===== config.mk =====
export PLATFORM = sky130hd
export DESIGN_NAME = fetch_stage
export DESIGN_NICKNAME = d
export VERILOG_FILES = /design/src/rtl/mmm_pkg.sv /design/src/rtl/fetch_fifo.sv /design/src/rtl/fetch_stage.sv
export SDC_FILE = /design/constraint.sdc
export NUM_CORES = 1
export LEC_CHECK = 0
export CAP_MARGIN = 15
export CORE_UTILIZATION = 55
export DETAILED_ROUTE_END_ITERATION = 7
export HOLD_SLACK_MARGIN = 0.15
export PLACE_DENSITY = 0.76
export SKIP_LAST_GASP = 1
export SYNTH_ARGS = -nofsm -noshare
export SYNTH_HDL_FRONTEND = slang
export SYNTH_HIERARCHICAL = 1
export SYNTH_SLANG_ARGS = --single-unit

===== constraint.sdc =====
create_clock -name clk_i -period 11.7 [get_ports clk_i]
set_input_delay 3.51 -clock clk_i [delete_from_list [all_inputs] [get_ports clk_i]]
set_output_delay 3.51 -clock clk_i [all_outputs]
set_load 0.005 [all_outputs]

===== src/rtl/mmm_pkg.sv =====
// Shared core parameters and the fetch-to-decode entry type.
package mmm_pkg;

  localparam int unsigned XLEN = 32;
  localparam int unsigned ILEN = 32;
  localparam logic [XLEN-1:0] BOOT_PC = 32'h0000_0100;

  typedef struct packed {
    logic [XLEN-1:0] pc;
    logic [ILEN-1:0] instr;
  } fetch_entry_t;

endpackage


===== src/rtl/fetch_fifo.sv =====
// Parametric synchronous FIFO with clear; DEPTH must be a power of two >= 2.
module fetch_fifo #(
  parameter int unsigned WIDTH = 32,
  parameter int unsigned DEPTH = 4
) (
  input  logic                         clk_i,
  input  logic                         rst_i,
  input  logic                         clear_i,
  input  logic                         push_i,
  input  logic [WIDTH-1:0]             data_i,
  input  logic                         pop_i,
  output logic [WIDTH-1:0]             data_o,
  output logic                         full_o,
  output logic                         empty_o,
  output logic [$clog2(DEPTH+1)-1:0]   count_o
);

  localparam int unsigned AW = $clog2(DEPTH);
  localparam int unsigned CW = $clog2(DEPTH+1);

  logic [WIDTH-1:0] mem_q [DEPTH];
  logic [AW-1:0]    wr_ptr_q, wr_ptr_d;
  logic [AW-1:0]    rd_ptr_q, rd_ptr_d;
  logic [CW-1:0]    cnt_q, cnt_d;
  logic             do_push, do_pop;

  assign full_o  = (cnt_q == CW'(DEPTH));
  assign empty_o = (cnt_q == '0);
  assign count_o = cnt_q;
  assign data_o  = mem_q[rd_ptr_q];
  assign do_push = push_i && !full_o;
  assign do_pop  = pop_i && !empty_o;

  always_comb begin
    wr_ptr_d = wr_ptr_q;
    rd_ptr_d = rd_ptr_q;
    cnt_d    = cnt_q;
    if (clear_i) begin
      wr_ptr_d = '0;
      rd_ptr_d = '0;
      cnt_d    = '0;
    end else begin
      if (do_push) wr_ptr_d = wr_ptr_q + AW'(1);
      if (do_pop)  rd_ptr_d = rd_ptr_q + AW'(1);
      cnt_d = cnt_q + CW'(do_push) - CW'(do_pop);
    end
  end

  always_ff @(posedge clk_i) begin
    if (rst_i) begin
      wr_ptr_q <= '0;
      rd_ptr_q <= '0;
      cnt_q    <= '0;
    end else begin
      wr_ptr_q <= wr_ptr_d;
      rd_ptr_q <= rd_ptr_d;
      cnt_q    <= cnt_d;
    end
  end

  always_ff @(posedge clk_i) begin
    if (do_push && !clear_i) mem_q[wr_ptr_q] <= data_i;
  end

endmodule


===== src/rtl/fetch_stage.sv =====
// In-order instruction fetch front-end with credit-limited requests and flush drop tracking.
// Optional: define FETCH_BYPASS_EN to present a response on the outputs in its arrival cycle.
module fetch_stage
  import mmm_pkg::*;
#(
  parameter int unsigned DEPTH = 4
) (
  input  logic            clk_i,
  input  logic            rst_i,
  input  logic [XLEN-1:0] pc_i,
  output logic            fetch_ready_o,
  input  logic            flush_i,
  output logic            imem_req_valid_o,
  input  logic            imem_req_ready_i,
  output logic [XLEN-1:0] imem_req_addr_o,
  input  logic            imem_resp_valid_i,
  input  logic [ILEN-1:0] imem_resp_data_i,
  output logic            instr_valid_o,
  input  logic            instr_ready_i,
  output logic [ILEN-1:0] instr_o,
  output logic [XLEN-1:0] instr_pc_o
);

  localparam int unsigned CW = $clog2(DEPTH+1);
  localparam int unsigned SW = CW + 1;
  localparam int unsigned EW = $bits(fetch_entry_t);

  logic [CW-1:0]   out_cnt_q, out_cnt_d;
  logic [CW-1:0]   drop_cnt_q, drop_cnt_d;
  logic [CW-1:0]   buf_cnt, pcq_cnt;
  logic [SW-1:0]   occupancy;
  logic            credit, accept, resp_keep, resp_drop;
  logic            buf_push, buf_pop, buf_full, buf_empty;
  logic            pcq_full, pcq_empty;
  logic [XLEN-1:0] pcq_head;
  fetch_entry_t    buf_in, buf_head, out_entry;
  logic            unused_status;

  assign occupancy        = SW'(out_cnt_q) + SW'(drop_cnt_q) + SW'(buf_cnt);
  assign credit           = occupancy < SW'(DEPTH);
  assign imem_req_valid_o = !rst_i && !flush_i && credit;
  assign imem_req_addr_o  = pc_i;
  assign accept           = imem_req_valid_o && imem_req_ready_i;
  assign fetch_ready_o    = !rst_i && (accept || flush_i);

  assign resp_drop = imem_resp_valid_i && (drop_cnt_q != '0);
  assign resp_keep = imem_resp_valid_i && (drop_cnt_q == '0) && !flush_i;
  assign buf_in    = '{pc: pcq_head, instr: imem_resp_data_i};

`ifdef FETCH_BYPASS_EN
  logic bypass;
  assign bypass        = !rst_i && buf_empty && resp_keep;
  assign instr_valid_o = !rst_i && (!buf_empty || bypass);
  assign buf_push      = resp_keep && !(bypass && instr_ready_i);
  assign out_entry     = buf_empty ? buf_in : buf_head;
`else
  assign instr_valid_o = !rst_i && !buf_empty;
  assign buf_push      = resp_keep;
  assign out_entry     = buf_head;
`endif

  assign buf_pop    = instr_valid_o && instr_ready_i;
  assign instr_o    = instr_valid_o ? out_entry.instr : '0;
  assign instr_pc_o = instr_valid_o ? out_entry.pc    : '0;

  always_comb begin
    out_cnt_d  = out_cnt_q;
    drop_cnt_d = drop_cnt_q;
    if (flush_i) begin
      // A response in the flush cycle retires either an outstanding or a drop unit;
      // both are folded into drop_cnt here, so the combined total falls by one.
      out_cnt_d  = '0;
      drop_cnt_d = drop_cnt_q + out_cnt_q - CW'(imem_resp_valid_i);
    end else begin
      out_cnt_d  = out_cnt_q + CW'(accept) - CW'(resp_keep);
      drop_cnt_d = drop_cnt_q - CW'(resp_drop);
    end
  end

  always_ff @(posedge clk_i) begin
    if (rst_i) begin
      out_cnt_q  <= '0;
      drop_cnt_q <= '0;
    end else begin
      out_cnt_q  <= out_cnt_d;
      drop_cnt_q <= drop_cnt_d;
    end
  end

  fetch_fifo #(.WIDTH(XLEN), .DEPTH(DEPTH)) u_pc_queue (
    .clk_i   (clk_i),
    .rst_i   (rst_i),
    .clear_i (flush_i),
    .push_i  (accept),
    .data_i  (pc_i),
    .pop_i   (resp_keep),
    .data_o  (pcq_head),
    .full_o  (pcq_full),
    .empty_o (pcq_empty),
    .count_o (pcq_cnt)
  );

  fetch_fifo #(.WIDTH(EW), .DEPTH(DEPTH)) u_instr_buf (
    .clk_i   (clk_i),
    .rst_i   (rst_i),
    .clear_i (flush_i),
    .push_i  (buf_push),
    .data_i  (buf_in),
    .pop_i   (buf_pop),
    .data_o  (buf_head),
    .full_o  (buf_full),
    .empty_o (buf_empty),
    .count_o (buf_cnt)
  );

  assign unused_status = ^{pcq_full, pcq_empty, pcq_cnt, buf_full};

endmodule


==> results.py, run 1 <==
metrics = {
    "floorplanning": {
        "num_rows": 62,
        "design.core.area_um2": 28860,
        "die_x_um": 173.7,
        "initial_core_util_pct": 56.16,
        "num_io_pins": 169,
        "dieArea_um2": 30160,
        "die_y_um": 173.7,
    },
    "power": {
        "powerDensity_nw_per_um2": 152.9,
        "total_power_mw": 2.936,
        "p_comb_share_pct": 4.5,
        "p_seq_share_pct": 55.1,
        "p_leak_nw": 6.114,
        "power_frac_clock_pct": 40.4,
        "p_sw_share_pct": 19.46,
        "p_int_mw": 2.365,
        "switchingPower_mw": 0.5713,
        "ir_drop_mv": 0.09763,
    },
    "synth": {
        "seq_area_frac_synth_pct": 74.11,
        "synth_common_cells": "edfxtp_1, mux4_2, and2_1",
        "syn_area_per_cell_um2": 21.24,
        "synthArstFlopShare_pct": 0,
        "synth_area_um2": 16210,
        "synth_edf_count": 384,
        "synth_flop_cell": "edfxtp_1",
        "synth_cell_types": 34,
        "synth_nets": 861,
        "yosys-top-cells-area": "edfxtp_1, mux4_2, dfxtp_1, and2_1, ha_1",
        "synthCells": 763,
        "synth_top_area_share_pct": 71.15,
        "yosysMostFrequentCell": "edfxtp_1",
        "synth_area_leader_cell": "edfxtp_1",
        "synth.ff_latch_count": 408,
        "synth_warnings": 6,
    },
    "layout": {
        "area_growth_pct": 18.47,
        "layout-drive-gt1-share_pct": 18.50,
        "finalNetCount": 1026,
        "fin_area_um2": 19200,
        "fillers": 1896,
        "multi_input_area_um2": 3583,
        "finalNonFillerCells": 1341,
        "register_area_um2": 12020,
        "diodes": 0,
    },
    "setup_path": {
        "crit_buf_inv": 3,
        "path_max_fanout": 51,
        "path_class": "input port to output pin",
        "worstPathRequired_ns": 8.19,
        "cpPeakStageDelay_ns": 0.86,
        "crit_path_end_kind": "output pin",
        "crit_slowest_cell": "nor2_4",
        "cpMostUsedCell": "clkdlybuf4s50_1",
        "worstPathArrival_ns": 6.14,
        "crit_chain": "clkdlybuf4s50_1 > nor2_4 > buf_4 > and2_1 > clkdlybuf4s50_1",
        "start_kind": "input port",
        "critical_path.top_delay_family": "buffers and inverters",
    },
    "clock_tree": {
        "post_cts_resized": 0,
        "clockRootBuffer": "clkbuf_16",
        "cts.reportedPaths.clkPinSlew_ns": 0.06,
        "clockBufferDepth": 3,
        "hold_buffers": 0,
        "postCtsSetupBuffers": 0,
        "cts_num_sinks": 408,
        "cts_tree": "yes",
        "htreeDepth": 2,
        "numCtsBuffers": 40,
        "clock_latency_ns": 0.53,
    },
    "placement": {
        "port_buffers": 168,
        "place_congestion": 0.7573,
        "dpl.cell_count": 1270,
        "hpwl_um": 16860,
        "placed_area_um2": 17990,
    },
    "timing": {
        "worst_hold_slack_ns": 0.4989,
        "rsz0062_at_grt": "false",
        "final_max_slew_viol_count": 0,
        "hold_viol": 0,
        "period_share_pct": 82.47,
        "tightest_slew_ns": 1.103,
        "min_period_ns": 9.649,
        "max_freq_ghz": 0.1036,
        "slew-limit-headroom_pct": 26.13,
        "fin_worst_skew_ns": 0.01188,
        "finalSetupViolCount": 0,
        "setup_tns_ns": 0,
    },
    "grt": {
        "grt_pass1_vias": 7740,
        "grt_use_total_pct": 19.19,
        "grt_max_degree": 65,
        "antenna_found_initial": 0,
        "grt-ovfl-total": 0,
        "grt_pass1_wl_um": 43750,
    },
    "routing": {
        "drc_errors": 0,
        "drtIter0Drc": 444,
        "postRouteWirelength_um": 27940,
        "firstDrtPassIters": 6,
        "drtAntennaViolNets": 0,
        "viasPerCell": 5.487,
        "wl_per_cell_um": 20.83,
        "via_count": 7358,
    },
    "outcome": {
        "status": "finished clean",
    },
    "min_path": {
        "hold_class": "register to register",
    },
    "run": {
        "cap_violations": 0,
    },
}
-- power groups by stage --
| stage | sequential [mW] | clock [mW] | combinational, mW |
|---|---|---|---|
| 5_1_grt | 1.62 | 1.27 | 0.147 |
| 4_1_cts | 1.62 | 1.21 | 0.135 |
| 3_3_place_gp | 1.65 | 0 | 0.130 |
| 6_report | 1.62 | 1.19 | 0.132 |
| 3_5_place_dp | 1.65 | 0 | 0.133 |
| 2_1_floorplan | 1.65 | 0 | 0.0673 |
-- worst paths after layout --
path,cells past startpoint,end,startpoint,slack (ns)
worst max-delay path,5,instr_pc_o[5],rst_i,2.05
worst max register to register,10,u_pc_queue/mem_q[0][6]$_DFFE_PP_,u_instr_buf/count_o[1]$_SDFF_PP0_,7.44
worst min-delay path,2,register,u_instr_buf/rd_ptr_q[0]$_SDFFE_PP0P_,0.50
worst min register to register,2,register,u_instr_buf/rd_ptr_q[0]$_SDFFE_PP0P_,0.50
-- worst min-delay path: stages (launching register included) --
cell and delay (ns):
dfxtp_1 0.32, nand2_1 0.07, mux2i_1 0.06
-- logic make-up (layout without fill, tap and decap cells) --
| family | count (synthesis) | count (layout) | share of synthesized area, % |
|---|---|---|---|
| compound gates | 8 | 8 | 0.3552 |
| buf+inv | 84 | 278 | 4.053 |
| xor+xnor | 12 | 12 | 0.6485 |
| flops | 408 | 408 | 74.11 |
| fa+ha+maj | 28 | 28 | 2.486 |
| mux | 104 | 104 | 13.97 |
| simple gates | 119 | 119 | 4.370 |
-- state kept, by name, indices dropped and copies added, names as in the netlist, 3 cells and up, named ones only --
name                 count
u_pc_queue/mem_q       128
out_cnt_q                3
u_instr_buf/mem_q      256
u_instr_buf/count_o      3
u_pc_queue/count_o       3
drop_cnt_q               3
-- layer usage --
metal	routed length, um	global-route usage (%)	vias to the layer above
met4	663	6.213	0
met2	13960	32.06	225
met3	1237	2.851	49
met1	12080	26.31	3751
li1	-	-	3333
met5	0	0	-
-- cell type report --
type                            instances  share of cell area (%)
Multi-Input combinational cell        271                   18.66
Clock inverter                         23                  0.8406
Timing Repair Buffer                  188                   9.540
Inverter                               19                  0.3714
Clock buffer                           48                   5.480
Sequential cell                       408                   62.60
Tap cell                              384                   2.502
-- cell usage in the layout (no fill, tap or decap), drive strengths merged, types with 2 or more instances in the layout --
cell,Yosys,final
a211oi,2,2
nand2b,3,3
buf,61,20
ha,21,21
nand2,11,11
or3,2,2
xnor2,8,8
nor2b,3,3
mux4,96,96
o311ai,2,2
nor2,8,8
clkbuf,4,48
clkdlybuf4s50,0,168
fa,7,7
mux2i,8,8
nor3,7,7
bufinv,0,2
a21oi,2,2
and2,72,72
dfxtp,24,24
clkinv,0,18
nor3b,10,10
xor2,4,4
edfxtp,384,384
inv,19,21
-- per-stage QoR --
| stage | util (%) | worst slack (ns) |
|---|---|---|
| after global routing | 66.54 | 1.817 |
| after global placement | 62.33 | 2.039 |
| after floorplan | - | 2.057 |
| after CTS | 66.54 | 2.002 |
| after detailed placement | 62.33 | 2.035 |
| final | 66.54 | 2.051 |
(Power assumes the default switching activity.)
==> inputs of run 2 (changes only) <==
Settings changed: CORE_UTILIZATION 55 to 51, PLACE_DENSITY 0.76 to 0.74.
Clock period 11.7 ns to 8.8 ns, I/O delays scaled along.
==> run 2 against run 1 <==
Net effect: global-route usage shrank 1.7 points; worst hold slack lost 0.0043 ns; clock power grew 45%; utilization shrank 4.1 points; final area grew 0.56%; critical path type unchanged.
==> results.py, run 2 (same netlist as run 1, synthesis figures left out) <==
metrics = {
    "power": {
        "switchingPower_mw": 0.7736,
        "p_leak_nw": 6.150,
        "p_comb_share_pct": 4.3,
        "p_sw_share_pct": 19.14,
        "power_frac_clock_pct": 42.5,
        "powerDensity_nw_per_um2": 209.3,
        "p_int_mw": 3.268,
        "total_power_mw": 4.042,
        "p_seq_share_pct": 53.3,
        "ir_drop_mv": 0.1910,
    },
    "layout": {
        "finalNonFillerCells": 1350,
        "area_growth_pct": 19.14,
        "regMostFlops": "u_instr_buf/mem_q",
        "final_cell_mix": "edfxtp_1, clkdlybuf4s50_1, mux4_2",
        "multi_input_area_um2": 3583,
        "top_regs": "u_instr_buf/mem_q x256, u_pc_queue/mem_q x128",
        "fin_area_um2": 19310,
        "finalNetCount": 1020,
        "fillers": 2173,
        "layout_commonest_cell": "edfxtp_1",
        "register_area_um2": 12020,
        "diodes": 0,
        "final_util_pct": 62.47,
        "largest_register_ff_count": 256,
        "layout-drive-gt1-share_pct": 18.66,
    },
    "clock_tree": {
        "clockBufferDepth": 3,
        "cts_tree": "yes",
        "postCtsSetupBuffers": 0,
        "clock_latency_ns": 0.53,
        "numCtsBuffers": 40,
        "cts.reportedPaths.clkPinSlew_ns": 0.06,
        "cts_num_sinks": 408,
        "post_cts_resized": 0,
        "hold_buffers": 0,
        "htreeDepth": 2,
        "clockRootBuffer": "clkbuf_16",
    },
    "timing": {
        "rsz0062_at_grt": "false",
        "period_share_pct": 82.29,
        "setup_tns_ns": 0,
        "finalSetupViolCount": 0,
        "final_max_slew_viol_count": 0,
        "slew-limit-headroom_pct": 33.58,
        "tightest_slew_ns": 0.9964,
        "fin_worst_skew_ns": 0.01833,
        "hold_viol": 0,
        "max_freq_ghz": 0.1381,
        "min_period_ns": 7.242,
    },
    "routing": {
        "wl_per_cell_um": 20.55,
        "viasPerCell": 5.496,
        "drtAntennaViolNets": 0,
        "via_count": 7420,
        "firstDrtPassIters": 5,
        "postRouteWirelength_um": 27750,
        "drc_errors": 0,
        "drtIter0Drc": 524,
    },
    "grt": {
        "grt_use_total_pct": 17.54,
        "grt-ovfl-total": 0,
        "grt_pass1_vias": 7646,
        "grt_pass1_wl_um": 43260,
        "antenna_found_initial": 0,
        "grt_max_degree": 65,
    },
    "setup_path": {
        "worstPathRequired_ns": 6.16,
        "path_max_fanout": 44,
        "rr_startpoint": "u_instr_buf/count_o[1]$_SDFF_PP0_",
        "worstReg2RegEnd": "u_pc_queue/count_o[2]$_SDFF_PP0_",
        "start_kind": "input port",
        "r2r_cells": 15,
        "crit_path_end_kind": "output pin",
        "path_class": "input port to output pin",
        "worstPathArrival_ns": 4.60,
        "rrSetupSlack_ns": 4.80,
    },
    "floorplanning": {
        "dieArea_um2": 32500,
        "num_io_pins": 169,
        "initial_core_util_pct": 52.43,
        "die_x_um": 180.3,
        "design.core.area_um2": 30910,
        "die_y_um": 180.3,
        "num_rows": 64,
    },
    "outcome": {
        "status": "finished clean",
    },
    "min_path": {
        "hp-start": "u_instr_buf/rd_ptr_q[0]$_SDFFE_PP0P_",
        "holdPathStages": 2,
        "hold_class": "register to register",
    },
    "placement": {
        "port_buffers": 168,
        "placed_area_um2": 17970,
        "hpwl_um": 15710,
        "place_congestion": 0.7227,
        "dpl.cell_count": 1276,
    },
    "run": {
        "cap_violations": 0,
    },
}
-- run 2: metrics by stage --
| step | setup WS (ns) | hold WS, ns |
|---|---|---|
| after floorplan | 0.02677 | 0.4621 |
| after global placement | 1.567 | 0.4779 |
| after detailed placement | 1.511 | 0.4888 |
| after CTS | 1.502 | 0.4984 |
| after global routing | 1.394 | 0.5207 |
| final | 1.558 | 0.4946 |
-- run 2: worst max-delay path, stage by stage --
cell and delay, ns:
clkdlybuf4s50_1 0.39, buf_4 0.20, nor2_4 0.43, buf_12 0.25, and2_1 0.15, clkdlybuf4s50_1 0.50
-- run 2: power by group through the flow --
stage | clock, mW | sequential (mW) | combinational, mW
detailed placement | 0 | 2.19 | 0.175
global placement | 0 | 2.19 | 0.171
CTS | 1.76 | 2.15 | 0.177
global route | 1.83 | 2.15 | 0.191
finish | 1.72 | 2.15 | 0.173
floorplan | 0 | 2.19 | 0.0895
-- run 2: layout make-up --
cell class                      instances  area share [%]
Inverter                               19          0.3694
Timing Repair Buffer                  182           9.318
Tap cell                              396           2.566
Clock inverter                         26           1.484
Sequential cell                       408           62.25
Multi-Input combinational cell        271           18.56
Clock buffer                           48           5.450
-- run 2: routing by layer --
| metal | track usage, % | routed length (um) | up-vias |
|---|---|---|---|
| li1 | - | - | 3326 |
| met1 | 24.94 | 12060 | 3810 |
| met2 | 28.48 | 13740 | 249 |
| met3 | 2.890 | 1553 | 35 |
| met4 | 4.581 | 393 | 0 |
| met5 | 0 | 0 | - |
-- run 2: worst max-delay path by stage --
stage	start	endpoint	slack, ns	cells past startpoint
6_report	rst_i	instr_pc_o[24]	1.56	6
5_1_grt	rst_i	instr_o[11]	1.39	6
4_1_cts	rst_i	instr_o[31]	1.50	6
3_5_place_dp	rst_i	instr_o[31]	1.51	6
3_3_place_gp	rst_i	instr_o[9]	1.57	6
2_1_floorplan	flush_i	u_instr_buf/mem_q[1][0]$_DFFE_PP_	0.03	6
==> inputs of run 3 (changes only) <==
Clock period 8.8 ns to 6 ns, I/O delays scaled along.
==> run 3 against run 2 <==
Net effect: register-to-register slack lost 2.8 ns; clock skew grew 0.0039 ns; clock-buffer cell count grew 5; worst hold slack lost 0.00079 ns; via count shrank 1.8%; critical path type unchanged; setup slack lost 0.76 ns.
==> results.py, run 3 (same netlist as run 1, synthesis figures left out) <==
metrics = {
    "layout": {
        "final_util_pct": 62.64,
        "final_cell_mix": "edfxtp_1, clkdlybuf4s50_1, mux4_2",
        "fin_area_um2": 19360,
        "fillers": 2097,
        "diodes": 0,
        "layout-drive-gt1-share_pct": 17.87,
        "layout_commonest_cell": "edfxtp_1",
        "finalNetCount": 1023,
        "area_growth_pct": 19.47,
        "largest_register_ff_count": 256,
        "regMostFlops": "u_instr_buf/mem_q",
        "finalNonFillerCells": 1353,
        "top_regs": "u_instr_buf/mem_q x256, u_pc_queue/mem_q x128",
    },
    "placement": {
        "dp_slack_ns": 0.7792,
        "port_buffers": 168,
        "hpwl_um": 15700,
        "dpl.cell_count": 1278,
        "placed_area_um2": 18050,
        "place_congestion": 0.7309,
    },
    "clock_tree": {
        "postCtsSetupBuffers": 0,
        "hold_buffers": 0,
        "htreeDepth": 2,
        "cts.reportedPaths.clkPinSlew_ns": 0.06,
        "numCtsBuffers": 41,
        "clock_latency_ns": 0.54,
        "cts_num_sinks": 408,
        "clockRootBuffer": "clkbuf_16",
        "clockBufferDepth": 3,
        "cts_tree": "yes",
        "post_cts_resized": 0,
    },
    "grt": {
        "grt_use_total_pct": 17.09,
        "grt_max_degree": 67,
        "antenna_found_initial": 0,
        "grt_pass1_wl_um": 42350,
        "grt-ovfl-total": 0,
        "grt_pass1_vias": 7389,
    },
    "timing": {
        "tightest_slew_ns": 0.9665,
        "finalSetupViolCount": 0,
        "worst_hold_slack_ns": 0.4938,
        "period_share_pct": 86.66,
        "hold_viol": 0,
        "min_period_ns": 5.199,
        "final_max_slew_viol_count": 0,
        "rsz0062_at_grt": "false",
        "fin_worst_skew_ns": 0.02223,
        "setup_tns_ns": 0,
        "max_freq_ghz": 0.1923,
        "fin_ws_ns": 0.8006,
        "slew-limit-headroom_pct": 35.57,
    },
    "floorplanning": {
        "die_x_um": 180.3,
        "num_rows": 64,
        "design.core.area_um2": 30910,
        "die_y_um": 180.3,
        "initial_core_util_pct": 52.43,
        "num_io_pins": 169,
        "dieArea_um2": 32500,
    },
    "setup_path": {
        "cpPeakStageDelay_ns": 0.53,
        "crit_slowest_cell": "clkdlybuf4s50_1",
        "cpMostUsedCell": "clkdlybuf4s50_1",
        "start_kind": "input port",
        "path_max_fanout": 66,
        "path_class": "input port to output pin",
        "worstPathArrival_ns": 3.40,
        "worstPathRequired_ns": 4.20,
        "rrSetupSlack_ns": 1.96,
        "crit_path_end_kind": "output pin",
        "crit_chain": "clkdlybuf4s50_1 > nor2_4 > buf_12 > and2_1 > clkdlybuf4s50_1",
    },
    "routing": {
        "via_count": 7289,
        "wl_per_cell_um": 20.16,
        "firstDrtPassIters": 4,
        "postRouteWirelength_um": 27270,
        "drtAntennaViolNets": 0,
        "viasPerCell": 5.387,
        "drc_errors": 0,
        "drtIter0Drc": 463,
    },
    "power": {
        "p_leak_nw": 6.143,
        "total_power_mw": 5.879,
        "powerDensity_nw_per_um2": 303.6,
        "ir_drop_mv": 0.2053,
    },
    "min_path": {
        "hold_class": "register to register",
    },
    "run": {
        "cap_violations": 0,
    },
    "outcome": {
        "status": "finished clean",
    },
}
## run 3: where the power goes
group / switching (mW) / internal (mW) / total (mW)
clock: 0.999 / 1.46 / 2.46
sequential: 0.0150 / 3.14 / 3.16
combinational: 0.121 / 0.139 / 0.260
total: 1.14 / 4.74 / 5.88
## run 3: worst paths after layout
path | from | endpoint | cells past startpoint
worst max register to register | u_instr_buf/count_o[1]$_SDFF_PP0_ | u_pc_queue/count_o[2]$_SDFF_PP0_ | 15
worst min register to register | u_pc_queue/rd_ptr_q[0]$_SDFFE_PP0P_ | register | 2
worst min-delay path | u_pc_queue/rd_ptr_q[0]$_SDFFE_PP0P_ | register | 2
worst max-delay path | rst_i | instr_pc_o[16] | 5
## run 3: area by class of cell
type	instances	area, um^2	area share, %
Multi-Input combinational cell	271	3583	18.51
Clock buffer	53	1092	5.641
Tap cell	396	495.5	2.559
Sequential cell	408	12020	62.08
Timing Repair Buffer	184	1877	9.693
Inverter	19	71.32	0.3683
Clock inverter	22	222.7	1.150
## run 3: critical path: cells and delay by family
kind	cells	cell delay [ns]
simple gates	2	0.36
buf+inv	3	1.23
## run 3: metal layers
| layer | GRT usage, % | up-vias | wire length [um] |
|---|---|---|---|
| met5 | 0 | - | 0 |
| met4 | 4.444 | 0 | 363 |
| met3 | 2.910 | 35 | 1111 |
| met2 | 27.69 | 182 | 13270 |
| met1 | 24.32 | 3737 | 12520 |
| li1 | - | 3335 | - |
